[src/rtl/uart_tx_arbiter_pkg.sv]
// ---------------------------------------------------------------------------
// uart_tx_arbiter_pkg
// Shared definitions for the UART transmit arbiter:
//   FRAME_W / BYTE_W  - frame and byte widths (a frame is always two bytes)
//   FIRST_BYTE / SECOND_BYTE - byte order on the wire (high byte first)
//   state_t           - arbiter FSM encoding
//   frame_byte()      - pick one byte out of a latched frame
// ---------------------------------------------------------------------------
package uart_tx_arbiter_pkg;

   localparam int FRAME_W = 16;
   localparam int BYTE_W  = 8;

   localparam logic BYTE_HI     = 1'b1;
   localparam logic BYTE_LO     = 1'b0;
   localparam logic FIRST_BYTE  = BYTE_HI;
   localparam logic SECOND_BYTE = BYTE_LO;

   typedef enum logic [2:0] {
      IDLE,
      WAIT_RDY_0,
      SEND_0,
      WAIT_RDY_1,
      SEND_1,
      DONE
   } state_t;

   function automatic logic [BYTE_W-1:0] frame_byte(input logic [FRAME_W-1:0] f,
                                                    input logic              sel);
      return sel ? f[FRAME_W-1:BYTE_W] : f[BYTE_W-1:0];
   endfunction

endpackage

[src/rtl/uart_tx_arbiter_if.sv]
// ---------------------------------------------------------------------------
// uart_tx_arbiter_if
// Bundles the producer side (req/frame/ack) and the UART byte handshake
// (tx_rdy/data_wen/data) plus status (busy/timeout_err).
//   master : the arbiter (drives ack, busy, data_wen, data, timeout_err)
//   slave  : producers + UART (drive req, frame, tx_rdy)
// ---------------------------------------------------------------------------
interface uart_tx_arbiter_if
   import uart_tx_arbiter_pkg::*;
#(
   parameter int N_REQ = 3
);
   logic [N_REQ-1:0]         req;
   logic [N_REQ*FRAME_W-1:0] frame;
   logic [N_REQ-1:0]         ack;
   logic                     busy;
   logic                     tx_rdy;
   logic                     data_wen;
   logic [BYTE_W-1:0]        data;
   logic                     timeout_err;

   modport master (
      input  req, frame, tx_rdy,
      output ack, busy, data_wen, data, timeout_err
   );

   modport slave (
      output req, frame, tx_rdy,
      input  ack, busy, data_wen, data, timeout_err
   );
endinterface

[src/rtl/uart_tx_arbiter_rr_pick.sv]
// ---------------------------------------------------------------------------
// uart_tx_arbiter_rr_pick
// Combinational round-robin selector: grants the first set request at or
// after the pointer, wrapping modulo N_REQ.
//   i_req   - request vector
//   i_ptr   - index with highest priority this round
//   o_grant - one-hot grant (all zero when nothing requested)
//   o_valid - at least one request present
// ---------------------------------------------------------------------------
module uart_tx_arbiter_rr_pick
   import uart_tx_arbiter_pkg::*;
#(
   parameter int N_REQ = 3,
   parameter int PTR_W = 2
) (
   input  logic [N_REQ-1:0] i_req,
   input  logic [PTR_W-1:0] i_ptr,
   output logic [N_REQ-1:0] o_grant,
   output logic             o_valid
);
   logic [PTR_W-1:0] w_k;

   always_comb begin
      o_grant = '0;
      o_valid = 1'b0;
      w_k     = '0;
      for (int unsigned off = 0; off < N_REQ; off++) begin
         w_k = PTR_W'((32'(i_ptr) + off) % N_REQ);
         if (!o_valid && i_req[w_k]) begin
            o_grant[w_k] = 1'b1;
            o_valid      = 1'b1;
         end
      end
   end
endmodule

[src/rtl/uart_tx_arbiter.sv]
// ---------------------------------------------------------------------------
// uart_tx_arbiter
// Shares one UART transmitter between N_REQ producers. A producer is picked
// round-robin, its 2-byte frame is latched and sent high byte first over the
// tx_rdy / data_wen (active low) / data handshake, then the producer gets a
// one-cycle ack. If tx_rdy never drops after a strobe within TIMEOUT cycles
// the frame is aborted with a timeout_err pulse and no ack.
//   clk, rst_n - clock, asynchronous active-low reset
//   bus        - uart_tx_arbiter_if.master (req, frame, ack, busy, tx_rdy,
//                data_wen, data, timeout_err)
// ---------------------------------------------------------------------------
module uart_tx_arbiter
   import uart_tx_arbiter_pkg::*;
#(
   parameter int N_REQ   = 3,
   parameter int TIMEOUT = 1024,
   parameter int FRAME_W = 16
) (
   input  logic               clk,
   input  logic               rst_n,
   uart_tx_arbiter_if.master  bus
);
   localparam int PTR_W = (N_REQ > 1)   ? $clog2(N_REQ)   : 1;
   localparam int CNT_W = (TIMEOUT > 1) ? $clog2(TIMEOUT) : 1;
   localparam logic [CNT_W-1:0] CNT_LAST = CNT_W'(TIMEOUT - 1);

   state_t             r_state, w_state_nxt;
   logic [PTR_W-1:0]   r_idx, w_idx_nxt;
   logic [PTR_W-1:0]   r_ptr, w_ptr_nxt;
   logic [FRAME_W-1:0] r_frame, w_frame_nxt;
   logic [CNT_W-1:0]   r_cnt, w_cnt_nxt;
   logic               r_wen, w_wen_nxt;
   logic [BYTE_W-1:0]  r_data, w_data_nxt;
   logic [N_REQ-1:0]   r_ack, w_ack_nxt;
   logic               r_busy, w_busy_nxt;
   logic               r_terr, w_terr_nxt;

   logic [N_REQ-1:0]   w_grant;
   logic               w_valid;
   logic [PTR_W-1:0]   w_gidx;
   logic [FRAME_W-1:0] w_gframe;
   logic [PTR_W-1:0]   w_ptr_inc;
   logic [CNT_W-1:0]   w_cnt_inc;

   uart_tx_arbiter_rr_pick #(
      .N_REQ (N_REQ),
      .PTR_W (PTR_W)
   ) u_pick (
      .i_req   (bus.req),
      .i_ptr   (r_ptr),
      .o_grant (w_grant),
      .o_valid (w_valid)
   );

   // one-hot grant -> index and the granted producer's frame
   always_comb begin
      w_gidx   = '0;
      w_gframe = '0;
      for (int unsigned i = 0; i < N_REQ; i++) begin
         if (w_grant[i]) begin
            w_gidx   = PTR_W'(i);
            w_gframe = bus.frame[FRAME_W*i +: FRAME_W];
         end
      end
   end

   assign w_ptr_inc = (r_idx == PTR_W'(N_REQ - 1)) ? '0 : r_idx + 1'b1;
   assign w_cnt_inc = (r_cnt == '1) ? r_cnt : r_cnt + 1'b1;

   always_comb begin
      w_state_nxt = r_state;
      w_idx_nxt   = r_idx;
      w_ptr_nxt   = r_ptr;
      w_frame_nxt = r_frame;
      w_cnt_nxt   = r_cnt;
      w_wen_nxt   = 1'b1;
      w_data_nxt  = r_data;
      w_ack_nxt   = '0;
      w_busy_nxt  = r_busy;
      w_terr_nxt  = 1'b0;
      case (r_state)
         IDLE: begin
            if (w_valid) begin
               w_idx_nxt   = w_gidx;
               w_frame_nxt = w_gframe;
               w_busy_nxt  = 1'b1;
               w_state_nxt = WAIT_RDY_0;
            end
         end
         WAIT_RDY_0: begin
            if (bus.tx_rdy) begin
               w_data_nxt  = frame_byte(r_frame, FIRST_BYTE);
               w_wen_nxt   = 1'b0;
               w_cnt_nxt   = '0;
               w_state_nxt = SEND_0;
            end
         end
         SEND_0: begin
            if (!bus.tx_rdy) begin
               w_state_nxt = WAIT_RDY_1;
            end else if (r_cnt == CNT_LAST) begin
               // abort: no ack, and the aborted producer loses its turn
               w_terr_nxt  = 1'b1;
               w_busy_nxt  = 1'b0;
               w_ptr_nxt   = w_ptr_inc;
               w_state_nxt = IDLE;
            end else begin
               w_cnt_nxt = w_cnt_inc;
            end
         end
         WAIT_RDY_1: begin
            if (bus.tx_rdy) begin
               w_data_nxt  = frame_byte(r_frame, SECOND_BYTE);
               w_wen_nxt   = 1'b0;
               w_cnt_nxt   = '0;
               w_state_nxt = SEND_1;
            end
         end
         SEND_1: begin
            if (!bus.tx_rdy) begin
               w_state_nxt = DONE;
            end else if (r_cnt == CNT_LAST) begin
               w_terr_nxt  = 1'b1;
               w_busy_nxt  = 1'b0;
               w_ptr_nxt   = w_ptr_inc;
               w_state_nxt = IDLE;
            end else begin
               w_cnt_nxt = w_cnt_inc;
            end
         end
         DONE: begin
            w_ack_nxt[r_idx] = 1'b1;
            w_busy_nxt       = 1'b0;
            w_ptr_nxt        = w_ptr_inc;
            w_state_nxt      = IDLE;
         end
         default: w_state_nxt = IDLE;
      endcase
   end

   always_ff @(posedge clk or negedge rst_n) begin
      if (!rst_n) begin
         r_state <= IDLE;
         r_idx   <= '0;
         r_ptr   <= '0;
         r_frame <= '0;
         r_cnt   <= '0;
         r_wen   <= 1'b1;
         r_data  <= '0;
         r_ack   <= '0;
         r_busy  <= 1'b0;
         r_terr  <= 1'b0;
      end else begin
         r_state <= w_state_nxt;
         r_idx   <= w_idx_nxt;
         r_ptr   <= w_ptr_nxt;
         r_frame <= w_frame_nxt;
         r_cnt   <= w_cnt_nxt;
         r_wen   <= w_wen_nxt;
         r_data  <= w_data_nxt;
         r_ack   <= w_ack_nxt;
         r_busy  <= w_busy_nxt;
         r_terr  <= w_terr_nxt;
      end
   end

   assign bus.ack         = r_ack;
   assign bus.busy        = r_busy;
   assign bus.data_wen    = r_wen;
   assign bus.data        = r_data;
   assign bus.timeout_err = r_terr;
endmodule

[src/flat_wrapper.sv]
// flat-port wrapper written by rule: the top's interface ports become plain ports
module uart_tx_arbiter_flat import uart_tx_arbiter_pkg::*;
#(
   parameter int N_REQ   = 3,
   parameter int TIMEOUT = 1024,
   parameter int FRAME_W = 16
)
  (clk, rst_n, bus_req, bus_frame, bus_tx_rdy, bus_ack, bus_busy, bus_data_wen, bus_data, bus_timeout_err);
  uart_tx_arbiter_if #(.N_REQ(N_REQ)) bus_i ();
  input  logic clk;
  input  logic rst_n;
  input wire logic [$bits(bus_i.req)-1:0] bus_req;
  input wire logic [$bits(bus_i.frame)-1:0] bus_frame;
  input wire logic [$bits(bus_i.tx_rdy)-1:0] bus_tx_rdy;
  output wire logic [$bits(bus_i.ack)-1:0] bus_ack;
  output wire logic [$bits(bus_i.busy)-1:0] bus_busy;
  output wire logic [$bits(bus_i.data_wen)-1:0] bus_data_wen;
  output wire logic [$bits(bus_i.data)-1:0] bus_data;
  output wire logic [$bits(bus_i.timeout_err)-1:0] bus_timeout_err;
  assign bus_i.req = bus_req;
  assign bus_i.frame = bus_frame;
  assign bus_i.tx_rdy = bus_tx_rdy;
  assign bus_ack = bus_i.ack;
  assign bus_busy = bus_i.busy;
  assign bus_data_wen = bus_i.data_wen;
  assign bus_data = bus_i.data;
  assign bus_timeout_err = bus_i.timeout_err;
  uart_tx_arbiter #(.N_REQ(N_REQ), .TIMEOUT(TIMEOUT), .FRAME_W(FRAME_W)) u_core (.clk(clk), .rst_n(rst_n), .bus(bus_i));
endmodule
[config.mk]
export PLATFORM = sky130hd
export DESIGN_NAME = uart_tx_arbiter_flat
export DESIGN_NICKNAME = d
export VERILOG_FILES = /design/src/rtl/uart_tx_arbiter_pkg.sv /design/src/rtl/uart_tx_arbiter_if.sv /design/src/rtl/uart_tx_arbiter_rr_pick.sv /design/src/rtl/uart_tx_arbiter.sv /design/src/flat_wrapper.sv
export SDC_FILE = /design/constraint.sdc
export NUM_CORES = 1
export LEC_CHECK = 0
export BUFFER_PORTS_ARGS = -buffer_cell sky130_fd_sc_hd__buf_2
export CORE_MARGIN = 10
export CORE_UTILIZATION = 55
export CTS_BUF_LIST = sky130_fd_sc_hd__clkbuf_2 sky130_fd_sc_hd__clkbuf_4 sky130_fd_sc_hd__clkbuf_8
export DETAILED_ROUTE_END_ITERATION = 8
export PLACE_DENSITY_LB_ADDON = 0.2
export SLEW_MARGIN = 5
export SYNTH_ARGS = -nofsm -noshare
export SYNTH_HDL_FRONTEND = slang
export SYNTH_SLANG_ARGS = --single-unit
[constraint.sdc]
create_clock -name clk -period 3 [get_ports clk]
set_input_delay 0.15 -clock clk [delete_from_list [all_inputs] [get_ports clk]]
set_output_delay 0.15 -clock clk [all_outputs]
set_load 0.02 [all_outputs]
Word-level counts from Yosys, hierarchy flattened
Cells that the tools add are included.
{ "word_totals": {"reg_bits": 47, "input_bits": 54, "out_inout_bits": 14, "word_cells": 115} }
{ "op_classes": {"n_addsub": 4, "div": 3, "order_cmp": 8, "n_eq_ne": 14, "muxes": 53, "bitwise_logic": 2, "n_reduce_logical": 21} }
{ "op_table": {"columns": ["op", "n"], "rows": [
  ["32-bit by 2-bit modulo with 32-bit output (second input constant)", 2],
  ["16-bit 2-to-1 mux", 3],
  ["2-bit by 2-bit modulo with 32-bit output (second input constant)", 1],
  ["10-bit 2-to-1 mux", 3],
  ["3-bit 2-to-1 mux", 10],
  ["10-bit one-hot mux with 2 select lines", 1],
  ["1-bit 2-to-1 mux", 19],
  ["8-bit 2-to-1 mux", 2],
  ["8-bit one-hot mux with 2 select lines", 1],
  ["3-bit one-hot mux with 5 select lines", 1],
  ["2-bit by 3-bit < comparator with 1-bit output (second input constant)", 4],
  ["10-bit by 1-bit adder with 10-bit output (second input constant)", 1],
  ["10-bit == test (second input constant)", 1],
  ["3-bit AND reduction", 3],
  ["1-bit demux with 2-bit select", 4],
  ["2-bit by 1-bit greater-or-equal comparator with 1-bit output (second input constant)", 4],
  ["2-bit 2-to-1 mux", 4],
  ["2-bit inequality test (second input constant)", 4],
  ["4-bit AND reduction", 2],
  ["1-bit binary-select mux with 2-bit select", 3],
  ["3-bit by 2-bit == test with 1-bit output (second input constant)", 2],
  ["3-bit == test (second input constant)", 2],
  ["1-bit logical AND", 6],
  ["2-bit by 1-bit inequality test with 1-bit output (second input constant)", 3],
  ["14 further kinds", 19]
]} }

Depth between registers and ports, before layout
{ "depth": {"ltp_word": 13, "ltp_mapped": 11, "ltp_nobuf": 8} }

By module
From an unflattened synthesis, not the netlist that was laid out.
{ "hier_totals": {"cells_unflattened": 286, "area_unflattened_um2": 2712.6} }
{ "by_module_without_submodules": {"columns": ["mod", "instances", "cells_per_inst", "area_each_um2", "seq_area_each_um2"], "rows": [
  ["uart_tx_arbiter", 1, 248, 2441.1, 1177.4],
  ["uart_tx_arbiter_rr_pick", 1, 38, 271.5, 0.0]
]} }

Worst setup path after synthesis
No wires, ideal clock.
{ "synth_timing": {"path_type": "reg2reg", "from": "register u_core.r_ptr[1]", "to": "register u_core.r_frame[0]", "setup_time_ns": 0.127, "t_arrival_ns": 2.063, "required_time_ns": 2.873, "path_slack_ns": 0.809, "path_stages_with_launch": 12, "path_buffers": 3, "period_less_slack_ns": 2.191, "cell_sequence": "dfrtp_1 > inv_1 > ha_1 > buf_4 > mux2i_1 > o22a_1 > nor3b_4 > or4_1 > buf_2 > buf_6 > nand2_1 > o211ai_2"} }
{ "synth_via": {"elab_chain_len": 13, "elab_cells_between_ends": 42, "classes_between": "add/sub (2); div (3); order compare (6); mux (21); bitwise (2); reduce/logical (8)"} }
{ "synth_lines": {"columns": ["element", "line_no", "source"], "rows": [
  ["start: declaration", "uart_tx_arbiter.sv:29", "logic [PTR_W-1:0] r_ptr, w_ptr_nxt;"],
  ["start signal: assignment", "uart_tx_arbiter.sv:156", "r_ptr <= w_ptr_nxt;"],
  ["2-bit by 1-bit adder with 3-bit output or 2-bit by 2-bit modulo with 32-bit output (tied branches)", "uart_tx_arbiter_rr_pick.sv:28", "w_k = PTR_W'((32'(i_ptr) + off) % N_REQ);"],
  ["32-bit by 2-bit modulo with 32-bit output (tied with other cells)", "uart_tx_arbiter_rr_pick.sv:28", null],
  ["2-bit by 3-bit < comparator with 1-bit output (implied by the code) (tied with other cells)", "uart_tx_arbiter_rr_pick.sv:30", "o_grant[w_k] = 1'b1;"],
  ["1-bit logical AND (implied by the code) (tied with other cells)", "uart_tx_arbiter_rr_pick.sv:30", null],
  ["1-bit 2-to-1 mux (implied by the code) (tied with other cells)", "uart_tx_arbiter_rr_pick.sv:30", null],
  ["1-bit demux with 2-bit select (tied with other cells)", "uart_tx_arbiter_rr_pick.sv:30", null],
  ["3-bit bitwise OR (no source line) or 1-bit 2-to-1 mux (tied branches)", null, null],
  ["3-bit 2-to-1 mux or 1-bit logical NOT (tied branches)", "uart_tx_arbiter_rr_pick.sv:29", "if (!o_valid && i_req[w_k]) begin"],
  ["3-bit bitwise OR (no source line) or 1-bit logical AND (tied branches)", null, null],
  ["3-bit 2-to-1 mux", "uart_tx_arbiter_rr_pick.sv:29", null],
  ["16-bit 2-to-1 mux (3 in a row)", "uart_tx_arbiter.sv:60", "if (w_grant[i]) begin"],
  ["end signal: assignment", "uart_tx_arbiter.sv:157", "r_frame <= w_frame_nxt;"],
  ["end: declaration", "uart_tx_arbiter.sv:30", "logic [FRAME_W-1:0] r_frame, w_frame_nxt;"]
]} }
Parallel ways exist; a longest one is shown, timed or not. The select of a mux whose other input is x is not followed.
A chain may end at the register's enable or synchronous reset.

Final worst setup path
{ "layout_timing": {"from": "register u_core.r_ptr[1]", "to": "register u_core.r_frame[5]"} }
The elaborated chain is that of the path after synthesis.

==> impl_metrics.py <==
metrics = {
    "outcome": {
        "status": "finished with violations",
        "violations": "negative hold slack",
    },
    "route": {
        "firstDrtPassIters": 4,
        "vias_per_cell": 5.87,
        "drc": 0,
        "antenna_left": 0,
        "wirelength_um": 6440,
        "vias": 2248,
        "detailedRoute.firstIterationViolations": 153,
        "wl_per_cell_um": 16.8,
    },
    "synthesis": {
        "seq_area_frac_synth_pct": 45.3,
        "synthCells": 272,
        "synth_flop_cell": "dfrtp_1",
        "synth_warnings": 0,
        "synth_area_leaders": "dfrtp_1, nand2_1, a22oi_1, o211ai_2, nand3_1",
        "yosys.cell_types.count": 49,
        "synthesis.nets": 331,
        "ys_top_cells_by_count": "dfrtp_1, nand2_1, nand3_1, a22oi_1, o21ai_0",
        "yosysMostFrequentCell": "dfrtp_1",
        "async_flop_share_pct": 100,
        "synth-edff-count": 0,
        "synth-seq-cells": 47,
        "syn_area_um2": 2600,
        "yosys.area.top_type_share_pct": 44.3,
        "synth_area_per_cell_um2": 9.55,
        "yosysTopAreaCell": "dfrtp_1",
    },
    "placed_design": {
        "place_hpwl_um": 4690,
        "routabilityCongestion": 0.871,
        "placed_cells": 375,
        "portBuffers": 67,
    },
    "sta": {
        "tns_ns": 0,
        "maxSlewViolCount": 0,
        "relSlewSlack_pct": 32.9,
        "hold_viol": 1,
        "worst_pin_slew_ns": 1.01,
        "period_needed_ns": 2.71,
        "final_min_period_over_clock_period_pct": 90.2,
        "rsz0062_at_grt": "false",
        "whs_ns": -0.000726,
        "fmax_mhz": 370,
        "setup_violations": 0,
        "finClkSkew_ns": 0.00445,
    },
    "clocking": {
        "cts_tree": "built",
        "clock_latency_ns": 0.31,
        "clk_pin_slew_ns": 0.09,
        "clock_path_buffers": 2,
        "cts_root_buf": "clkbuf_8",
        "clock_sinks": 47,
        "post_cts_buffers": 0,
        "htreeDepth": 2,
        "cts_buffers": 5,
    },
    "setup_path": {
        "worstPathRequired_ns": 3.17,
        "critPathBufInv": 1,
        "crit_top_cell": "mux2i_1",
        "crit_start": "u_core.r_ptr[1]",
        "cp-endpoint": "u_core.r_frame[5]",
        "end_kind": "register",
        "crit_slowest_cell": "nand2b_2",
        "cp_cell_sequence": "inv_1 -> ha_1 -> mux2i_1 -> o22a_1 -> mux2i_1 -> o21ai_4 -> nand2b_2 -> o211ai_1",
        "cp.depth": 8,
        "cp_top_family": "compound AO/OA/AOI/OAI gates",
        "worstPathArrival_ns": 2.88,
        "cp_max_fo": 18,
        "cp_slowest_stage_delay_ns": 0.50,
        "rrSetupSlack_ns": 0.29,
        "worst_setup_path_start_kind": "register",
        "crit_type": "register to register",
        "regToRegStartpoint": "u_core.r_ptr[1]",
        "worstReg2RegEnd": "u_core.r_frame[5]",
        "worst-r2r-cell-count": 8,
    },
    "floorplan": {
        "fp.dieH_um": 88.7,
        "ios": 68,
        "num_rows": 24,
        "core-area_um2": 4470,
        "fp.dieW_um": 88.7,
        "die_area_um2": 7870,
        "start_util_pct": 58.1,
    },
    "power_and_ir_drop": {
        "peakVddDrop_mv": 0.759,
        "p_leak_nw": 1.39,
        "power_density_nw_per_um2": 1060,
    },
    "global_routing": {
        "grt_pass1_vias": 2185,
        "grt_pass1_wl_um": 10400,
        "antenna_found_initial": 0,
        "grt_start_max_net_pins": 48,
        "track_usage_pct": 16.8,
        "grt_overflow": 0,
    },
    "layout": {
        "nNetsFinal": 389,
        "n_antenna_cell": 0,
        "multiInputGateArea_um2": 1300,
        "final_cell_count_no_fill": 383,
        "nFillCells": 369,
        "ff_latch_area_um2": 1180,
        "final_util_pct": 67.9,
        "layout-drive-gt1-share_pct": 28.7,
        "synthToLayoutAreaGrowth_pct": 16.9,
    },
    "hold_path": {
        "hold_class": "input pin to asynchronous set/reset pin",
    },
    "flow_run": {
        "cap_violations": 0,
    },
}
==> state kept, by name (all words and copies together) (netlist names), 2 cells and up <==
register,cells
u_core.r_frame,16
u_core.r_ptr,2
u_core.r_idx,2
u_core.r_cnt,10
u_core.r_state,3
u_core.bus.ack,3
u_core.bus.data,8
==> where the power goes <==
part	leakage, nW	switching (W)	internal, W	total, W
logic	0.715	0.00108	0.000636	0.00172
clock network	0.0612	0.000216	0.000270	0.000486
registers	0.613	0.000174	0.000843	0.00102
total	1.39	0.00147	0.00175	0.00322
==> metrics by stage <==
| step | hold slack, ns | setup slack (ns) | cell area (um2) | power, W |
|---|---|---|---|---|
| 2_1_floorplan | -0.146 | 0.809 | 2600 | 0.00240 |
| 3_3_place_gp | 0.381 | 0.291 | 2910 | 0.00265 |
| 3_5_place_dp | 0.388 | 0.181 | 2910 | 0.00270 |
| 4_1_cts | 0.0446 | 0.155 | 3020 | 0.00319 |
| 5_1_grt | 0.0809 | 0.0578 | 3040 | 0.00348 |
| 6_report | -0.000726 | 0.294 | 3040 | 0.00322 |
==> layout by cell type (no fill, tap or decap), drive strengths merged, types with 2 or more instances in the layout <==
| cell type | n |
|---|---|
| a21oi | 6 |
| a22oi | 16 |
| buf | 68 |
| clkbuf | 6 |
| clkinv | 2 |
| dfrtp | 46 |
| ha | 5 |
| inv | 7 |
| mux2 | 2 |
| mux2i | 5 |
| nand2 | 38 |
| nand2b | 6 |
| nand3 | 20 |
| nand4 | 4 |
| nor2 | 15 |
| nor2b | 3 |
| nor3 | 8 |
| nor3b | 3 |
| nor4 | 3 |
| o211ai | 16 |
| o21ai | 19 |
| o22ai | 9 |
| or3 | 2 |
| xnor2 | 6 |
==> worst min-delay path by stage <==
stage | from | to | slack (ns) | cells after the start
after floorplan | rst_n | u_core.bus.ack[0] | -0.15 | 0
after global placement | rst_n | u_core.r_cnt[4] | 0.38 | 1
after detailed placement | rst_n | u_core.r_cnt[4] | 0.39 | 1
after CTS | rst_n | u_core.r_cnt[4] | 0.04 | 1
after global routing | rst_n | u_core.r_cnt[3] | 0.08 | 1
final | rst_n | u_core.r_cnt[3] | -0.0007 | 1
==> cells by family (layout without fill, tap and decap cells) <==
| group | count (synthesis) | count (layout) | synth area share [%] |
|---|---|---|---|
| compound gates | 77 | 77 | 22.0 |
| buf+inv | 25 | 84 | 5.06 |
| simple gates | 105 | 105 | 20.5 |
| xor+xnor | 6 | 6 | 2.02 |
| flops | 47 | 47 | 45.3 |
| mux | 7 | 7 | 2.79 |
| fa+ha+maj | 5 | 5 | 2.41 |
==> repair_timing <==
action,4_1_cts,5_1_grt
hold endpoints to repair,0,0
setup endpoints to repair,0,17
resized for setup,0,2
hold buffers,0,0
==> area by class of cell <==
class / instances / area share, %
Tap cell: 52 / 2.14
Clock buffer: 6 / 2.72
Multi-Input combinational cell: 200 / 42.9
Sequential cell: 47 / 38.8
Inverter: 8 / 0.989
Clock inverter: 2 / 1.15
Timing Repair Buffer: 68 / 11.3
==> per-layer routing <==
| layer | track usage [%] | routed length [um] | share of wire, % | vias up |
|---|---|---|---|---|
| met2 | 24.9 | 3180 | 49 | 70 |
| li1 | - | - | - | 1109 |
| met5 | 0 | 0 | 0 | - |
| met3 | 5.61 | 452 | 7.0 | 7 |
| met4 | 6.90 | 104 | 1.6 | 0 |
| met1 | 21.9 | 2710 | 42 | 1062 |
Note: power is estimated with default switching activity, not from simulation.
